File: src/rtl/flash_seq_pkg.sv
// flash_seq_pkg: shared constants and state encoding for the flasher sequencer.
package flash_seq_pkg;

  localparam int MX_LP   = 16;
  localparam int KB_PT_1 = 5;
  localparam int CNT_W   = 8;
  localparam int WDOG    = 64;

  typedef enum logic [2:0] {
    IDLE  = 3'd0,
    START = 3'd1,
    RUN   = 3'd2,
    NEXT  = 3'd3,
    FIN   = 3'd4
  } flash_seq_st_e;

endpackage

File: src/rtl/flash_seq_ctl_if.sv
// flash_seq_ctl_if: host-side command/status bundle of the flasher sequencer.
interface flash_seq_ctl_if #(
  parameter int CNT_W = flash_seq_pkg::CNT_W
);

  logic             cmd_vld;
  logic             cmd_rdy;
  logic [CNT_W-1:0] cmd_rpt;
  logic             cmd_kick;
  logic             abort;
  logic             busy;
  logic             done;
  logic             err;
  logic [CNT_W-1:0] run_cnt;

  modport master (
    output cmd_vld, cmd_rpt, cmd_kick, abort,
    input  cmd_rdy, busy, done, err, run_cnt
  );

  modport slave (
    input  cmd_vld, cmd_rpt, cmd_kick, abort,
    output cmd_rdy, busy, done, err, run_cnt
  );

endinterface

File: src/rtl/flash_seq_ctl_lp_mon.sv
// lp_mon: registers the lamp vector and produces registered one-cycle event
// strobes (lp[0] rise, run end, kickback crossing, any change).
module lp_mon #(
  parameter int MX_LP   = flash_seq_pkg::MX_LP,
  parameter int KB_PT_1 = flash_seq_pkg::KB_PT_1
) (
  input  logic             clk,
  input  logic             rst_n,
  input  logic [MX_LP-1:0] lp,
  output logic             lp0_rise,
  output logic             run_end,
  output logic             kb_hit,
  output logic             lp_chg
);

  import flash_seq_pkg::*;

  logic [MX_LP-1:0] lp_q;

  // Compare the current lamps with last cycle's and register the events.
  always_ff @(posedge clk or negedge rst_n) begin
    if (!rst_n) begin
      lp_q     <= '0;
      lp0_rise <= 1'b0;
      run_end  <= 1'b0;
      kb_hit   <= 1'b0;
      lp_chg   <= 1'b0;
    end else begin
      lp_q     <= lp;
      lp0_rise <= lp[0] & ~lp_q[0];
      run_end  <= (lp == '0) && (lp_q != '0);
      kb_hit   <= lp_q[KB_PT_1] & ~lp[KB_PT_1] & lp[KB_PT_1-1];
      lp_chg   <= (lp != lp_q);
    end
  end

endmodule

File: src/rtl/flash_seq_ctl.sv
// flash_seq_ctl: run sequencer for the bound-flasher lamp datapath.
// Optional stall watchdog compiled in with macro FLASH_SEQ_WDOG_EN.
module flash_seq_ctl #(
  parameter int MX_LP   = flash_seq_pkg::MX_LP,
  parameter int KB_PT_1 = flash_seq_pkg::KB_PT_1,
  parameter int CNT_W   = flash_seq_pkg::CNT_W,
  parameter int WDOG    = flash_seq_pkg::WDOG
) (
  input  logic             clk,
  input  logic             rst_n,
  flash_seq_ctl_if.slave   host,
  input  logic [MX_LP-1:0] lp,
  output logic             flick
);

  import flash_seq_pkg::*;

  localparam logic [2:0] S_IDLE  = IDLE;
  localparam logic [2:0] S_START = START;
  localparam logic [2:0] S_RUN   = RUN;
  localparam logic [2:0] S_NEXT  = NEXT;
  localparam logic [2:0] S_FIN   = FIN;

  logic [2:0]       state;
  logic [CNT_W-1:0] rpt_q;
  logic [CNT_W-1:0] run_cnt;
  logic [CNT_W:0]   run_inc;
  logic             kick_q;
  logic             kb_used;
  logic             busy_r;
  logic             done_r;
  logic             err_r;
  logic             lp0_rise;
  logic             run_end;
  logic             kb_hit;
  logic             lp_chg;
  logic             wdog_hit;

  lp_mon #(
    .MX_LP   (MX_LP),
    .KB_PT_1 (KB_PT_1)
  ) u_lp_mon (
    .clk      (clk),
    .rst_n    (rst_n),
    .lp       (lp),
    .lp0_rise (lp0_rise),
    .run_end  (run_end),
    .kb_hit   (kb_hit),
    .lp_chg   (lp_chg)
  );

  assign run_inc      = {1'b0, run_cnt} + (CNT_W+1)'(1);
  assign host.cmd_rdy = (state == S_IDLE);
  assign host.busy    = busy_r;
  assign host.done    = done_r;
  assign host.err     = err_r;
  assign host.run_cnt = run_cnt;

`ifdef FLASH_SEQ_WDOG_EN
  logic [15:0] wdog_cnt;

  assign wdog_hit = ((state == S_START) || (state == S_RUN)) && !lp_chg &&
                    (wdog_cnt == 16'(WDOG - 1));

  // Count cycles with unchanged lamps while a run is in flight; zero elsewhere.
  always_ff @(posedge clk or negedge rst_n) begin
    if (!rst_n) begin
      wdog_cnt <= '0;
    end else if (((state == S_START) || (state == S_RUN)) && !lp_chg) begin
      wdog_cnt <= wdog_cnt + 16'd1;
    end else begin
      wdog_cnt <= '0;
    end
  end
`else
  logic unused_wdog;

  assign wdog_hit    = 1'b0;
  assign unused_wdog = lp_chg ^ (WDOG > 0);
`endif

  // Main sequencer: command accept, flick drive, run counting and completion.
  always_ff @(posedge clk or negedge rst_n) begin
    if (!rst_n) begin
      state   <= S_IDLE;
      flick   <= 1'b0;
      busy_r  <= 1'b0;
      done_r  <= 1'b0;
      err_r   <= 1'b0;
      run_cnt <= '0;
      rpt_q   <= '0;
      kick_q  <= 1'b0;
      kb_used <= 1'b0;
    end else begin
      done_r <= 1'b0;
      if (host.abort && (state != S_IDLE)) begin
        state  <= S_IDLE;
        flick  <= 1'b0;
        busy_r <= 1'b0;
      end else begin
        case (state)
          S_IDLE: begin
            if (host.cmd_vld) begin
              rpt_q   <= host.cmd_rpt;
              kick_q  <= host.cmd_kick;
              run_cnt <= '0;
              err_r   <= 1'b0;
              busy_r  <= 1'b1;
              kb_used <= 1'b0;
              if (host.cmd_rpt == '0) begin
                state  <= S_FIN;
                done_r <= 1'b1;
              end else begin
                state <= S_START;
                flick <= 1'b1;
              end
            end
          end
          S_START: begin
            if (lp0_rise) begin
              state <= S_RUN;
              flick <= 1'b0;
            end else if (wdog_hit) begin
              state  <= S_IDLE;
              flick  <= 1'b0;
              busy_r <= 1'b0;
              err_r  <= 1'b1;
            end
          end
          S_RUN: begin
            flick <= 1'b0;
            if (run_end) begin
              state <= S_NEXT;
            end else if (wdog_hit) begin
              state  <= S_IDLE;
              busy_r <= 1'b0;
              err_r  <= 1'b1;
            end else if (kick_q && !kb_used && kb_hit) begin
              flick   <= 1'b1;
              kb_used <= 1'b1;
            end
          end
          S_NEXT: begin
            if (!(&run_cnt)) begin
              run_cnt <= run_cnt + CNT_W'(1);
            end
            if (run_inc == {1'b0, rpt_q}) begin
              state  <= S_FIN;
              done_r <= 1'b1;
            end else begin
              state   <= S_START;
              flick   <= 1'b1;
              kb_used <= 1'b0;
            end
          end
          S_FIN: begin
            state  <= S_IDLE;
            busy_r <= 1'b0;
          end
          default: begin
            state  <= S_IDLE;
            flick  <= 1'b0;
            busy_r <= 1'b0;
          end
        endcase
      end
    end
  end

endmodule

File: src/flat_wrapper.sv
// flat-port wrapper written by rule: the top's interface ports become plain ports
module flash_seq_ctl_flat import flash_seq_pkg::*;
#(
  parameter int MX_LP   = flash_seq_pkg::MX_LP,
  parameter int KB_PT_1 = flash_seq_pkg::KB_PT_1,
  parameter int CNT_W   = flash_seq_pkg::CNT_W,
  parameter int WDOG    = flash_seq_pkg::WDOG
)
  (clk, rst_n, lp, flick, host_cmd_vld, host_cmd_rpt, host_cmd_kick, host_abort, host_cmd_rdy, host_busy, host_done, host_err, host_run_cnt);
  flash_seq_ctl_if #(.CNT_W(CNT_W)) host_i ();
  input  logic clk;
  input  logic rst_n;
  input  logic [MX_LP-1:0] lp;
  output logic flick;
  input wire logic [$bits(host_i.cmd_vld)-1:0] host_cmd_vld;
  input wire logic [$bits(host_i.cmd_rpt)-1:0] host_cmd_rpt;
  input wire logic [$bits(host_i.cmd_kick)-1:0] host_cmd_kick;
  input wire logic [$bits(host_i.abort)-1:0] host_abort;
  output wire logic [$bits(host_i.cmd_rdy)-1:0] host_cmd_rdy;
  output wire logic [$bits(host_i.busy)-1:0] host_busy;
  output wire logic [$bits(host_i.done)-1:0] host_done;
  output wire logic [$bits(host_i.err)-1:0] host_err;
  output wire logic [$bits(host_i.run_cnt)-1:0] host_run_cnt;
  assign host_i.cmd_vld = host_cmd_vld;
  assign host_i.cmd_rpt = host_cmd_rpt;
  assign host_i.cmd_kick = host_cmd_kick;
  assign host_i.abort = host_abort;
  assign host_cmd_rdy = host_i.cmd_rdy;
  assign host_busy = host_i.busy;
  assign host_done = host_i.done;
  assign host_err = host_i.err;
  assign host_run_cnt = host_i.run_cnt;
  flash_seq_ctl #(.MX_LP(MX_LP), .KB_PT_1(KB_PT_1), .CNT_W(CNT_W), .WDOG(WDOG)) u_core (.clk(clk), .rst_n(rst_n), .host(host_i), .lp(lp), .flick(flick));
endmodule
File: config.mk
export PLATFORM = sky130hd
export DESIGN_NAME = flash_seq_ctl_flat
export DESIGN_NICKNAME = d
export VERILOG_FILES = /design/src/rtl/flash_seq_pkg.sv /design/src/rtl/flash_seq_ctl_if.sv /design/src/rtl/flash_seq_ctl_lp_mon.sv /design/src/rtl/flash_seq_ctl.sv /design/src/flat_wrapper.sv
export SDC_FILE = /design/constraint.sdc
export NUM_CORES = 1
export LEC_CHECK = 0
export ABC_AREA = 1
export BUFFER_PORTS_ARGS = -buffer_cell sky130_fd_sc_hd__buf_2
export CAP_MARGIN = 20
export CELL_PAD_IN_SITES_DETAIL_PLACEMENT = 1
export CELL_PAD_IN_SITES_GLOBAL_PLACEMENT = 2
export CORE_MARGIN = 1
export CORE_UTILIZATION = 35
export CTS_BUF_LIST = sky130_fd_sc_hd__clkbuf_4
export DETAILED_ROUTE_END_ITERATION = 12
export MAX_ROUTING_LAYER = met4
export PLACE_DENSITY = 0.95
export SLEW_MARGIN = 20
export SYNTH_ARGS = -nofsm -noshare
export SYNTH_HDL_FRONTEND = slang
export SYNTH_HIERARCHICAL = 1
export SYNTH_SLANG_ARGS = --single-unit
File: constraint.sdc
create_clock -name clk -period 3.1 [get_ports clk]
set_input_delay 0.31 -clock clk [delete_from_list [all_inputs] [get_ports clk]]
set_output_delay 0.31 -clock clk [all_outputs]
set_load 0.005 [all_outputs]
==> results.md <==
* Status: finished, final reports clean
* Num ports at 42
* Worst Path Required at 3.39 ns
* Post-DP HPWL at 4.00 mm
* Fin crit period at 1.90 ns
* Post-CTS setup buffers at 0
* Design area at 2490 um^2
* CTS Buf Count at 5
* Vias in the first global route at 1822
* Htree depth at 2
* Setup TNS at 0 ns
* Hold Crit Class: in2reg
* DR WL/cell at 13.0 um
* Port Buffers at 40
* Commonest non-fill, non-tap cell in the layout: nand2_1
* Routed length on met3 at 172 um
* Width of the die at 80.1 um
* Routed Antenna Nets at 0
* Final setup fails at 0
* Pwr dens at 691 nW/um^2
* # nets final at 340
* RSZ-0062 raised after global routing: false
* Fillers at 753
* Cells after synthesis at 263
* Starting Density at 36.2%
* Total Power at 1720 uW
* Drt pass-1 iters at 4
* Most frequent CP cell: nand2_1
* CTS max path bufs at 2
* Total global routing overflow at 0
* Synthesized Nets at 295
* Crit path max-delay family: simple AND/OR/NAND/NOR gates
* CP Buf/Inv Count at 1
* R2R Path Start: u_core/host.run_cnt[1]
* Leakage at 0.00130 uW
* Worst Tran Pin Value at 0.947 ns
* Total wire length at 5.00 mm
* CTS Sinks at 43
* Max-slew violations at 0
* Maximum number of pins on one net before global-route repair at 44
* First-pass GRT wire length at 8.41 mm
* Clock input transition at the sequential cells of the worst setup and hold paths at 0.12 ns
* Tot GR Track Use at 17.5%
* Mapped Area at 2130 um^2
* Fmax at 526 MHz
* CTS tree: yes
* Max layer used: met4
* DR vias at 1816
* Height of the die at 80.1 um
* Core area at 5890 um^2
* DRC errors left at 0
* Clock Latency Late Sink at 0.34 ns
* DRT met1 WL at 2.30 mm
* Antenna cells at 0
* Initial DRC count at 85
* Final Hold Fails at 0
* Rel. slew slack at 36.9%
* Mean Syn Cell Area at 8.11 um^2
* Vias per cell at 4.74
* Full die area at 6410 um^2
* FP Rows at 28
* CP endpoint kind: flip-flop
* Fin Hold WS at 0.0719 ns
* Area grow syn2layout at 16.8%
* Met2 WL at 2.47 mm
* Ratio of cells with drive above 1 in the final layout at 22.4%
* Clock root buffer: clkbuf_4
* YS warnings at 6
* Final worst-path cycle share at 61.3%
* Most frequent cells in the layout: nand2_1 (58), inv_1 (45), dfrtp_1 (43)
* Post-cts sizing count at 0
* Worst Setup SP: u_core/host.run_cnt[1]
* Max-cap violations at 0
* WS Path Type: reg2reg
* GPL Wtd Cong at 0.880
* CP startpoint kind: flip-flop
* Crit-path slowest cell: dfrtp_1
* Critical Path AT at 2.19 ns
* Register area at 1080 um^2
* Hold buffers post-CTS at 0
* Worst Clk Skew at 0.00408 ns
* Max VDD drop at 0.000223 V
* Worst Min Path Start: lp[9]
* DP Area at 2410 um^2
* Initial antenna violation count at 0
* Crit-path max FO at 6
* CP max stage delay at 0.47 ns
* Critical Path, Cell by Cell: ha_1, inv_1, nand2_1, nand2_1, nor2_1, nand2_1, nor2_1, nand3_2, nor2_4, nand3_1, nand3_1, nand2_1, nand2_1
* Area occupied by multi-input gates at 865 um^2
power breakdown:
group | switching [uW] | total [uW] | internal, uW
sequential | 87.3 | 755 | 668
clock | 178 | 344 | 165
combinational | 391 | 621 | 230
sequential cells by signal (all words and copies together) (netlist names), 3 cells and up:
register / cells
u_core/u_lp_mon/lp_q: 16
u_core/rpt_q: 8
u_core/host.run_cnt: 8
u_core/state: 3
layout make-up:
type	count	share of cell area [%]
clock buffers	5	1.51
clock inverters	2	1.51
inverters	48	7.24
multi-input cells	170	34.7
flip-flops and latches	43	43.2
well taps	75	3.77
repair buffers	40	8.04
stage by stage:
stage               setup WS, ns  cells  utilization (%)
floorplan                   1.47    263                -
global placement            1.21    376             41.0
detailed placement          1.22    376             41.0
CTS                         1.19    383             42.3
global route                1.02    383             42.3
finish                      1.20    383             42.3
per-layer routing:
metal,GRT usage (%),vias up
met5,-,-
met4,4.11,0
met3,2.95,6
met2,29.4,37
met1,22.1,858
li1,-,915
path summary, 6_finish.rpt:
check / endpoint / slack, ns / cells past startpoint
min: u_core/u_lp_mon/lp_q[9] / 0.07 / 1
max: u_core/kb_used / 1.20 / 13
max reg2reg: u_core/kb_used / 1.20 / 13
max in group asynchronous: u_core/state[1] / 2.42 / 1
min in group asynchronous: u_core/u_lp_mon/lp_q[1] / 0.10 / 1
min reg2reg: u_core/flick / 0.49 / 2
Note: power is estimated with default switching activity, not from simulation.
